## src/rtl/csr_pkg.sv

```systemverilog
// Shared definitions for the machine-mode trap/CSR sequencer: CSR addresses, mstatus fields,
// interrupt cause codes, core CSR op encoding and sequencer states.
package csr_pkg;

  localparam logic [11:0] CSR_MSTATUS = 12'h300;
  localparam logic [11:0] CSR_MIE     = 12'h304;
  localparam logic [11:0] CSR_MTVEC   = 12'h305;
  localparam logic [11:0] CSR_MEPC    = 12'h341;
  localparam logic [11:0] CSR_MCAUSE  = 12'h342;
  localparam logic [11:0] CSR_MIP     = 12'h344;

  localparam int MSTATUS_MIE    = 3;
  localparam int MSTATUS_MPIE   = 7;
  localparam int MSTATUS_MPP_LO = 11;
  localparam int MSTATUS_MPP_HI = 12;

  localparam logic [3:0] IRQ_CODE_MSI = 4'd3;
  localparam logic [3:0] IRQ_CODE_MTI = 4'd7;
  localparam logic [3:0] IRQ_CODE_MEI = 4'd11;

  typedef enum logic [1:0] {
    OP_READ = 2'b00,
    OP_RW   = 2'b01,
    OP_RS   = 2'b10,
    OP_RC   = 2'b11
  } csr_op_e;

  typedef enum logic [2:0] {
    ST_IDLE,
    ST_SAVE_EPC,
    ST_SAVE_CAUSE,
    ST_SAVE_STATUS,
    ST_REDIRECT,
    ST_MRET_STATUS,
    ST_MRET_EPC
  } seq_state_e;

endpackage

```

## src/rtl/csr_irq_prio_enc.sv

```systemverilog
// Fixed-priority machine interrupt encoder: pending & enable -> {valid, cause code}.
// Order is MEI > MSI > MTI.
module csr_irq_prio_enc
  import csr_pkg::*;
(
  input  logic [2:0] pending,
  input  logic [2:0] enable,
  output logic       valid,
  output logic [3:0] code
);

  logic [2:0] act;

  // bit 2 = external, bit 1 = timer, bit 0 = software
  always_comb begin
    act   = pending & enable;
    valid = |act;
    code  = 4'd0;
    if (act[2])      code = IRQ_CODE_MEI;
    else if (act[0]) code = IRQ_CODE_MSI;
    else if (act[1]) code = IRQ_CODE_MTI;
  end

endmodule

```

## src/rtl/csr_trap_sequencer.sv

```systemverilog
// Sole master of the M-mode CSR file port: arbitrates trap entry, MRET and core CSR instructions.
// Define CSR_VECTORED_IRQ_EN to honour vectored mtvec mode for interrupts.
module csr_trap_sequencer
  import csr_pkg::*;
#(
  parameter int XLEN   = 32,
  parameter int ADDR_W = 12
) (
  input  logic              clk,
  input  logic              rst,
  input  logic              exc_valid,
  output logic              exc_ready,
  input  logic [XLEN-1:0]   exc_cause,
  input  logic [XLEN-1:0]   exc_pc,
  input  logic [2:0]        irq_pending,
  input  logic [XLEN-1:0]   irq_pc,
  input  logic              mstatus_mie,
  input  logic [2:0]        mie_bits,
  input  logic              mret_valid,
  output logic              mret_ready,
  input  logic              core_req_valid,
  output logic              core_req_ready,
  input  logic [1:0]        core_req_op,
  input  logic [ADDR_W-1:0] core_req_addr,
  input  logic [XLEN-1:0]   core_req_wdata,
  output logic              core_rsp_valid,
  output logic [XLEN-1:0]   core_rsp_rdata,
  output logic [ADDR_W-1:0] csr_addr,
  output logic              csr_we,
  output logic [XLEN-1:0]   csr_wdata,
  input  logic [XLEN-1:0]   csr_rdata,
  output logic              redirect_valid,
  output logic [XLEN-1:0]   redirect_pc,
  output logic              flush,
  output logic              trap_busy
);

  seq_state_e        state;
  logic [XLEN-1:0]   pc_q;
  logic [XLEN-1:0]   cause_q;
  logic [ADDR_W-1:0] csr_addr_q;
  logic [XLEN-1:0]   redirect_pc_q;
  logic              irq_valid;
  logic [3:0]        irq_code;
  logic              idle, irq_win;
  logic              take_exc, take_irq, take_mret, take_core;
  csr_op_e           op;
  logic              core_we;
  logic [XLEN-1:0]   core_new;
  logic [XLEN-1:0]   trap_target;

  function automatic logic [XLEN-1:0] trap_status(input logic [XLEN-1:0] s);
    logic [XLEN-1:0] r;
    r = s;
    r[MSTATUS_MPIE] = s[MSTATUS_MIE];
    r[MSTATUS_MIE]  = 1'b0;
    r[MSTATUS_MPP_HI:MSTATUS_MPP_LO] = 2'b11;
    return r;
  endfunction

  function automatic logic [XLEN-1:0] mret_status(input logic [XLEN-1:0] s);
    logic [XLEN-1:0] r;
    r = s;
    r[MSTATUS_MIE]  = s[MSTATUS_MPIE];
    r[MSTATUS_MPIE] = 1'b1;
    r[MSTATUS_MPP_HI:MSTATUS_MPP_LO] = 2'b11;
    return r;
  endfunction

  csr_irq_prio_enc u_irq_prio (
    .pending (irq_pending),
    .enable  (mie_bits),
    .valid   (irq_valid),
    .code    (irq_code)
  );

  // Single-winner arbitration; nothing is accepted while reset is asserted.
  assign idle      = (state == ST_IDLE) && !rst;
  assign irq_win   = mstatus_mie && irq_valid;
  assign take_exc  = idle && exc_valid;
  assign take_irq  = idle && !exc_valid && irq_win;
  assign take_mret = idle && !exc_valid && !irq_win && mret_valid;
  assign take_core = idle && !exc_valid && !irq_win && !mret_valid && core_req_valid;

  assign exc_ready      = take_exc;
  assign mret_ready     = take_mret;
  assign core_req_ready = take_core;
  assign trap_busy      = (state != ST_IDLE);
  assign flush          = (state == ST_SAVE_EPC);
  assign redirect_valid = (state == ST_REDIRECT) || (state == ST_MRET_EPC);

  assign op      = csr_op_e'(core_req_op);
  assign core_we = (op != OP_READ) &&
                   !(((op == OP_RS) || (op == OP_RC)) && (core_req_wdata == '0));

  always_comb begin
    case (op)
      OP_RW:   core_new = core_req_wdata;
      OP_RS:   core_new = csr_rdata | core_req_wdata;
      OP_RC:   core_new = csr_rdata & ~core_req_wdata;
      default: core_new = csr_rdata;
    endcase
  end

  always_comb begin
    trap_target = {csr_rdata[XLEN-1:2], 2'b00};
`ifdef CSR_VECTORED_IRQ_EN
    if (cause_q[XLEN-1] && (csr_rdata[1:0] == 2'b01))
      trap_target = {csr_rdata[XLEN-1:2], 2'b00} + {{(XLEN-6){1'b0}}, cause_q[3:0], 2'b00};
`endif
  end

  // CSR port drive: core access in the accept cycle, otherwise one access per sequence state
  always_comb begin
    csr_addr    = csr_addr_q;
    csr_we      = 1'b0;
    csr_wdata   = '0;
    redirect_pc = redirect_pc_q;
    unique case (state)
      ST_IDLE: begin
        if (take_core) begin
          csr_addr  = core_req_addr;
          csr_we    = core_we;
          csr_wdata = core_new;
        end
      end
      ST_SAVE_EPC: begin
        csr_addr  = ADDR_W'(CSR_MEPC);
        csr_we    = 1'b1;
        csr_wdata = pc_q & ~XLEN'(3);
      end
      ST_SAVE_CAUSE: begin
        csr_addr  = ADDR_W'(CSR_MCAUSE);
        csr_we    = 1'b1;
        csr_wdata = cause_q;
      end
      ST_SAVE_STATUS: begin
        csr_addr  = ADDR_W'(CSR_MSTATUS);
        csr_we    = 1'b1;
        csr_wdata = trap_status(csr_rdata);
      end
      ST_REDIRECT: begin
        csr_addr    = ADDR_W'(CSR_MTVEC);
        redirect_pc = trap_target;
      end
      ST_MRET_STATUS: begin
        csr_addr  = ADDR_W'(CSR_MSTATUS);
        csr_we    = 1'b1;
        csr_wdata = mret_status(csr_rdata);
      end
      ST_MRET_EPC: begin
        csr_addr    = ADDR_W'(CSR_MEPC);
        redirect_pc = csr_rdata;
      end
      default: ;
    endcase
  end

  always_ff @(posedge clk or posedge rst) begin
    if (rst) begin
      state          <= ST_IDLE;
      csr_addr_q     <= '0;
      redirect_pc_q  <= '0;
      core_rsp_valid <= 1'b0;
      core_rsp_rdata <= '0;
    end else begin
      csr_addr_q     <= csr_addr;
      core_rsp_valid <= take_core;
      if (take_core)      core_rsp_rdata <= csr_rdata;
      if (redirect_valid) redirect_pc_q  <= redirect_pc;
      unique case (state)
        ST_IDLE: begin
          if (take_exc || take_irq) state <= ST_SAVE_EPC;
          else if (take_mret)       state <= ST_MRET_STATUS;
        end
        ST_SAVE_EPC:    state <= ST_SAVE_CAUSE;
        ST_SAVE_CAUSE:  state <= ST_SAVE_STATUS;
        ST_SAVE_STATUS: state <= ST_REDIRECT;
        ST_REDIRECT:    state <= ST_IDLE;
        ST_MRET_STATUS: state <= ST_MRET_EPC;
        ST_MRET_EPC:    state <= ST_IDLE;
        default:        state <= ST_IDLE;
      endcase
    end
  end

  // Trap context is captured once at accept and never re-read from the requester
  always_ff @(posedge clk) begin
    if (take_exc) begin
      pc_q    <= exc_pc;
      cause_q <= exc_cause;
    end else if (take_irq) begin
      pc_q    <= irq_pc;
      cause_q <= {1'b1, {(XLEN-5){1'b0}}, irq_code};
    end
  end

endmodule

```

## config.mk

```make
export PLATFORM = sky130hd
export DESIGN_NAME = csr_trap_sequencer
export DESIGN_NICKNAME = d
export VERILOG_FILES = /design/src/rtl/csr_pkg.sv /design/src/rtl/csr_irq_prio_enc.sv /design/src/rtl/csr_trap_sequencer.sv
export SDC_FILE = /design/constraint.sdc
export NUM_CORES = 1
export LEC_CHECK = 0
export ABC_AREA = 0
export BUFFER_PORTS_ARGS = -buffer_cell sky130_fd_sc_hd__buf_4
export CORE_UTILIZATION = 50
export DETAILED_ROUTE_END_ITERATION = 7
export PLACE_DENSITY = 0.87
export REMOVE_ABC_BUFFERS = 1
export SLEW_MARGIN = 0
export SYNTH_ARGS = -nofsm -noshare
export SYNTH_HDL_FRONTEND = slang
export SYNTH_SLANG_ARGS = --single-unit
```

## constraint.sdc

```tcl
create_clock -name clk -period 8.1 [get_ports clk]
set_input_delay 0 -clock clk [delete_from_list [all_inputs] [get_ports clk]]
set_output_delay 0 -clock clk [all_outputs]
set_load 0.01 [all_outputs]
```

==> key figures, run 1 <==
Status
  • Status: complete, no violations

Logic synthesis
  • Synth top area cells: dfrtp_1, edfxtp_1, mux2_2
  • Post-synth EDFFs: 62
  • Avg Cell Area, Syn: 9.714 sq um
  • Mapped Area: 0.007888 sq mm
  • YS warnings: 0
  • Cell taking the most area after synthesis: dfrtp_1
  • Main synth FF type: dfrtp_1
  • Async SR Flop Fraction: 56.34%
  • Dominant cell by count in the synthesized netlist: nand2_1
  • Netlist cell types: 43
  • Synth top area share: 25.38%
  • Synthesized instance count: 812
  • Commonest cells post-synth: nand2_1, mux2_2, dfrtp_1
  • Sequential element share of the synthesized area: 48.98%
  • #FFs+latches synth: 142

Pwr
  • Pwr dens: 327.2 mW/mm^2
  • Pleak: 5.575 nW
  • Worst vdd ir: 0.0001841 V

Critical path
  • Largest stage delay, worst path: 1340 ps
  • CP delay by family, top: buffers and inverters
  • R2r startpoint: state[1]
  • CP bufs+invs: 3
  • CP Class: reg -> reg
  • Cell with the largest stage delay on the worst path: clkinv_1
  • Worst Reg-to-Reg Cells: 7
  • Crit-path max FO: 47
  • Flop2flop setup slack: 3180 ps
  • CP startpoint kind: flip-flop
  • WP data arrival: 5080 ps
  • R2R Path End: pc_q[26]
  • Crit path cell chain: nor4_2 -> buf_4 -> nand2_2 -> clkinv_1 -> nand2_1 -> nand2_1 -> dlygate4sd3_1
  • Worst path most repeated cell: nand2_1
  • Required time of the critical path: 8260 ps
  • Crit end category: flip-flop

STA
  • Final Slew Violations: 0
  • Tcrit/Tclk final: 60.72%
  • Number of setup violations in the final report: 0
  • Clock skew: 7.818 ps
  • Slew Limit Headroom: 10.98%
  • Tightest Pin Transition: 1327 ps
  • Final min period: 4918 ps
  • Fmax achieved: 0.2033 GHz
  • Fin. Hold Viols: 0
  • Setup_tns: 0 ps
  • RSZ-0062 raised after global routing: false

Floorplan
  • Die ar.: 0.01628 sq mm
  • Starting Density: 51.50%
  • Die height: 127.6 microns
  • Top Ports: 302
  • Core Box Area: 0.01531 sq mm
  • Die Width: 127.6 microns
  • Std-Cell Rows: 45

Detailed routing
  • DRC viols: 0
  • Via-to-Cell Ratio: 6.102
  • DRT iter0 DRCs: 1,004
  • Via count: 8,763
  • Met2 WL: 15,510 microns
  • Post-Route WL: 30,810 microns
  • Metal-1 WL: 11,150 microns
  • Drt wl/cell: 21.46 microns
  • Detailed Routing Iterations Pass 1: 6
  • DRT antenna net count: 0
  • WL met3: 2828 microns
  • Top layer in use: met4

Clocking
  • Clock sink count: 142
  • Setup bufs post-CTS: 0
  • CTS Hold Bufs: 140
  • Cts repair resizes: 0
  • CTS buffer count: 17
  • TritonCTS clock tree: yes
  • Root buf cell: clkbuf_16
  • Clock buffer depth: 2
  • CTS clk-pin slew, worst paths: 60 ps
  • Clock H-tree levels: 4
  • Clk_lat worst skew: 420 ps

Cells and area
  • Final instance area: 0.01221 sq mm
  • Net count, final: 1,398
  • Fill cells: 875
  • Share of cells above drive strength 1: 35.51%
  • ANT cells: 0
  • Area grow syn2layout: 54.82%

Placement
  • Dpl cell area: 0.01023 sq mm
  • Dpl hpwl: 16,560 microns
  • IO buf count: 297
  • Gpl congestion: 0.8330

Global route
  • Antenna violations before repair: 0
  • Total Routing Usage GR: 38.16%
  • Vias in the first global route: 8,831
  • First-pass GRT wire length: 47,200 microns
  • Grt ovf: 0
  • Largest net degree at the start of global routing: 52

Min path
  • Hold Crit Depth: 2
  • Hold crit path type: in -> reg
  • WHS Endpoint: cause_q[21]
  • Hold path start: exc_valid

Run
  • Total of max-cap violations: 0
## per-layer routing
| layer | vias up | global-route usage, % |
|---|---|---|
| met5 | - | 0 |
| met4 | 0 | 20.42 |
| met3 | 138 | 8.040 |
| met2 | 670 | 66.28 |
| met1 | 4185 | 44.32 |
| li1 | 3770 | - |
## worst reg2reg max path, cell delays in order, from the launching register on
cell and delay, ps:
dfrtp_2 1040, nor4_2 130, buf_4 280, nand2_2 740
clkinv_1 1350, nand2_1 420, nand2_1 100, dlygate4sd3_1 580
## stage by stage
| stage | power, mW | hold WS (ps) | worst slack (ps) | util (%) | instances |
|---|---|---|---|---|---|
| floorplan | 2.126 | 105.4 | 1851 | - | 745 |
| global placement | 2.975 | 118.5 | 4268 | 66.82 | 1264 |
| detailed placement | 3.030 | 125.9 | 4142 | 66.82 | 1264 |
| CTS | 3.894 | 118.5 | 3553 | 79.74 | 1436 |
| global route | 4.151 | 140.5 | 3034 | 79.74 | 1436 |
| finish | 3.995 | 133.4 | 3182 | 79.74 | 1436 |
## how the worst max path moves through the flow
| stage | startpoint | to | slack (ps) | cells past startpoint |
|---|---|---|---|---|
| after global routing | state[1] | cause_q[2] | 3030 | 7 |
| after floorplan | state[0] | cause_q[0] | 1850 | 2 |
| after global placement | state[1] | cause_q[3] | 4270 | 5 |
| after detailed placement | state[1] | pc_q[25] | 4140 | 6 |
| final | state[1] | pc_q[26] | 3180 | 7 |
| after CTS | state[1] | pc_q[25] | 3550 | 7 |
## flip-flops by register name, summed over array words and instances, names as in the netlist
register,count
cause_q,32
core_rsp_rdata,32
redirect_pc_q,32
pc_q,30
csr_addr_q,12
state,3
core_rsp_valid,1
## where the power goes
group	leakage (nW)	internal, mW	switching (mW)
Sequential	1.56	1.01	0.157
Combinational	3.73	0.993	1.05
Clock	0.279	0.476	0.308
## logic make-up (layout without fill, tap and decap cells)
logic type	after synthesis	count (layout)	synth area share, %
flops	142	142	48.98
buf+inv	81	494	4.188
simple gates	308	308	16.64
xor+xnor	1	1	0.1111
compound gates	184	184	16.47
mux	96	96	13.61
## cell usage in the layout (no fill, tap or decap), types with 26 or more instances in the layout
cell / count
dfrtp_1: 77
o211ai_1: 27
a21oi_1: 64
edfxtp_1: 62
dlygate4sd3_1: 140
buf_4: 308
nor2_1: 48
nand2_1: 187
and3_1: 31
mux2_2: 90
a22o_1: 31
a222oi_1: 26
## layout make-up
class / instances / area, sq um / area share [%]
Sequential cell: 142 / 3867 / 31.67
Multi-Input combinational cell: 589 / 3736 / 30.59
Timing Repair Buffer: 448 / 3714 / 30.41
Clock buffer: 28 / 529.3 / 4.334
Tap cell: 211 / 264.0 / 2.162
Inverter: 14 / 53.80 / 0.4406
Clock inverter: 4 / 47.55 / 0.3893
No activity file was read; power rests on OpenSTA's default activity.
==> run 2, diff against run 1 <==
- ABC_AREA: 0 -> 1
- CORE_UTILIZATION: 50 -> 49
- clock period: 8.1 -> 4.55 ns (I/O delays scaled with it)
==> run 2 against run 1 <==
  * Non-clock buffer count decreased by 2
  * Combinational power increased by 51%
  * Register-to-register slack got worse by 1800 ps
  * Critical path type is now reg -> out
  * Critical endpoint is now csr_wdata[26]
  * Largest power group unchanged
  * Highest routed layer unchanged
==> key figures, run 2 <==
STA
  • RSZ-0062 raised after global routing: false
  • Fmax achieved: 0.2697 GHz
  • Number of setup violations in the final report: 0
  • Tightest Pin Transition: 1217 ps
  • Final Slew Violations: 0
  • Final worst slack: 842.5 ps
  • Final min period: 3707 ps
  • Clock skew: 9.159 ps
  • Slew Limit Headroom: 18.69%
  • Tcrit/Tclk final: 81.48%
  • Fin. Hold Viols: 0
  • Final Hold Slack: 66.40 ps
  • Setup_tns: 0 ps

Pwr
  • Pwr dens: 545.0 mW/mm^2
  • Power share of the sequential group: 30.9%
  • Gate power share: 49.0%
  • Switch share: 38.61%
  • Internal cell power: 3.891 mW
  • Pleak: 5.784 nW
  • Sw power: 2.447 mW
  • Worst vdd ir: 0.0003177 V
  • Total power: 6.338 mW
  • Clock power frac: 20.1%

Critical path
  • Crit end category: output port
  • R2R Path End: pc_q[19]
  • Flop2flop setup slack: 1360 ps
  • Required time of the critical path: 4550 ps
  • Largest stage delay, worst path: 790 ps
  • CP Class: reg -> out
  • WP data arrival: 3710 ps
  • Crit-path max FO: 56
  • Worst Reg-to-Reg Cells: 8
  • R2r startpoint: state[2]
  • CP startpoint kind: flip-flop
  • Cell with the largest stage delay on the worst path: inv_2
  • Worst path most repeated cell: nor2_2
  • Crit path cell chain: nor2_2 -> nand3_2 -> nor2_2 -> nand3_4 -> inv_2 -> nand2_1 -> nand3_1 -> buf_4

Cells and area
  • Biggest regs: cause_q x32, core_rsp_rdata x32, redirect_pc_q x32
  • Fill cells: 887
  • Non-filler cells, final: 1,536
  • Net count, final: 1,528
  • Most common cell after layout, fill and taps aside: nand2_1
  • Multi-input logic area: 0.002856 sq mm
  • Register area: 0.003864 sq mm
  • Final instance area: 0.01163 sq mm
  • Share of cells above drive strength 1: 25.54%
  • Area grow syn2layout: 57.65%
  • Util after Layout: 79.72%
  • Commonest cells after routing, fill and taps aside: nand2_1, buf_4, dlygate4sd3_1

Detailed routing
  • Via-to-Cell Ratio: 5.787
  • DRT antenna net count: 0
  • Drt wl/cell: 19.77 microns
  • Detailed Routing Iterations Pass 1: 7
  • DRT iter0 DRCs: 1,133
  • Via count: 8,889
  • Post-Route WL: 30,370 microns
  • DRC viols: 0

Clocking
  • Clock buffer depth: 2
  • Clock sink count: 142
  • Clk_lat worst skew: 420 ps
  • Root buf cell: clkbuf_16
  • CTS buffer count: 17
  • Clock H-tree levels: 4
  • TritonCTS clock tree: yes
  • Setup bufs post-CTS: 0
  • CTS clk-pin slew, worst paths: 60 ps

Logic synthesis
  • Main synth FF type: dfrtp_1
  • Cell taking the most area after synthesis: dfrtp_1
  • Mapped Area: 0.007377 sq mm
  • Dominant cell by count in the synthesized netlist: nand2_1
  • Avg Cell Area, Syn: 7.932 sq um
  • Sequential element share of the synthesized area: 52.37%
  • Netlist cell types: 22
  • Post-synth EDFFs: 62
  • YS warnings: 0
  • Async SR Flop Fraction: 56.34%
  • Synthesized instance count: 930
  • Synth top area share: 27.14%
  • Commonest cells post-synth: nand2_1, inv_1, o21ai_0
  • Synth top area cells: dfrtp_1, edfxtp_1, nand2_1
  • #FFs+latches synth: 142

Floorplan
  • Die height: 124.7 microns
  • Core Box Area: 0.01459 sq mm
  • Std-Cell Rows: 44
  • Starting Density: 50.57%
  • Top Ports: 302
  • Die ar.: 0.01555 sq mm
  • Die Width: 124.7 microns

Min path
  • Hold Crit Depth: 3
  • Hold path start: irq_pending[1]
  • Hold crit path type: in -> reg
  • WHS Endpoint: cause_q[2]

Placement
  • Gpl congestion: 0.8729
  • Dpl ws: 1518 ps
  • IO buf count: 297
  • Dpl hpwl: 17,450 microns
  • Dpl cell area: 0.009688 sq mm
  • Placed Instances: 1,366

Global route
  • First-pass GRT wire length: 46,240 microns
  • Antenna violations before repair: 1
  • Total Routing Usage GR: 38.62%
  • Grt ovf: 0
  • Vias in the first global route: 8,772
  • Largest net degree at the start of global routing: 61

Run
  • Total of max-cap violations: 0

Status
  • Status: complete, no violations
## run 2: changes by cell type in the layout (fill, tap and decap cells not counted), moves of 32 or more
| cell | before | now |
|---|---|---|
| inv_1 | 11 | 113 |
| mux2_2 | 90 | 0 |
| o21ai_0 | 17 | 103 |
| a21oi_1 | 64 | 5 |
| nand2_1 | 187 | 308 |
| o21ai_1 | 1 | 33 |
## run 2: layer usage
| layer | global-route usage [%] | up-vias | routed length, microns |
|---|---|---|---|
| li1 | - | 3869 | - |
| met1 | 43.89 | 4089 | 10640 |
| met2 | 63.93 | 713 | 14560 |
| met3 | 9.192 | 218 | 2911 |
| met4 | 27.14 | 0 | 2259 |
| met5 | 0 | - | 0 |
## run 2: cells by family (layout without fill, tap and decap cells)
logic type | after synthesis | after routing | share of synthesized area (%)
other cells | 0 | 1 | 0
simple gates | 417 | 417 | 23.03
flops | 142 | 142 | 52.37
buf+inv | 172 | 593 | 9.159
compound gates | 199 | 199 | 15.43
## run 2: area by class of cell
type | instances | share of cell area, %
clock inverter | 1 | 0.04303
multi-input combinational | 616 | 24.56
inverter | 119 | 3.852
clock buffer | 27 | 4.497
sequential | 142 | 33.22
tap | 184 | 1.980
antenna | 1 | 0.02152
timing repair buffer | 446 | 31.82
## run 2: worst max path at each step
| stage | cells after the start | slack, ps | startpoint | to |
|---|---|---|---|---|
| 2_1_floorplan | 3 | -1020 | rst | cause_q[0] |
| 3_3_place_gp | 8 | 1550 | state[2] | csr_wdata[30] |
| 3_5_place_dp | 8 | 1520 | state[2] | csr_wdata[30] |
| 4_1_cts | 8 | 1050 | state[2] | csr_wdata[30] |
| 5_1_grt | 10 | 660 | rst | csr_wdata[26] |
| 6_report | 8 | 840 | state[2] | csr_wdata[26] |
## run 2: critical path, delay by kind of cell, from the launching register on
family	cells	cell delay (ps)
AND/OR/NAND/NOR	6	1820
flip-flops	1	510
buffers and inverters	2	930
## run 2: timing repair
action / in CTS / in global routing
endpoints found under the hold margin: 168 / 0
gates resized for setup: 0 / 0
hold buffers: 141 / 0
## run 2: power by group through the flow
stage / sequential (mW) / clock, mW / combinational, mW
after floorplan: 2.00 / 0 / 1.31
after global placement: 1.94 / 0 / 2.75
after detailed placement: 1.96 / 0 / 2.82
after CTS: 1.95 / 1.27 / 2.99
after global routing: 2.00 / 1.34 / 3.31
final: 1.96 / 1.27 / 3.10
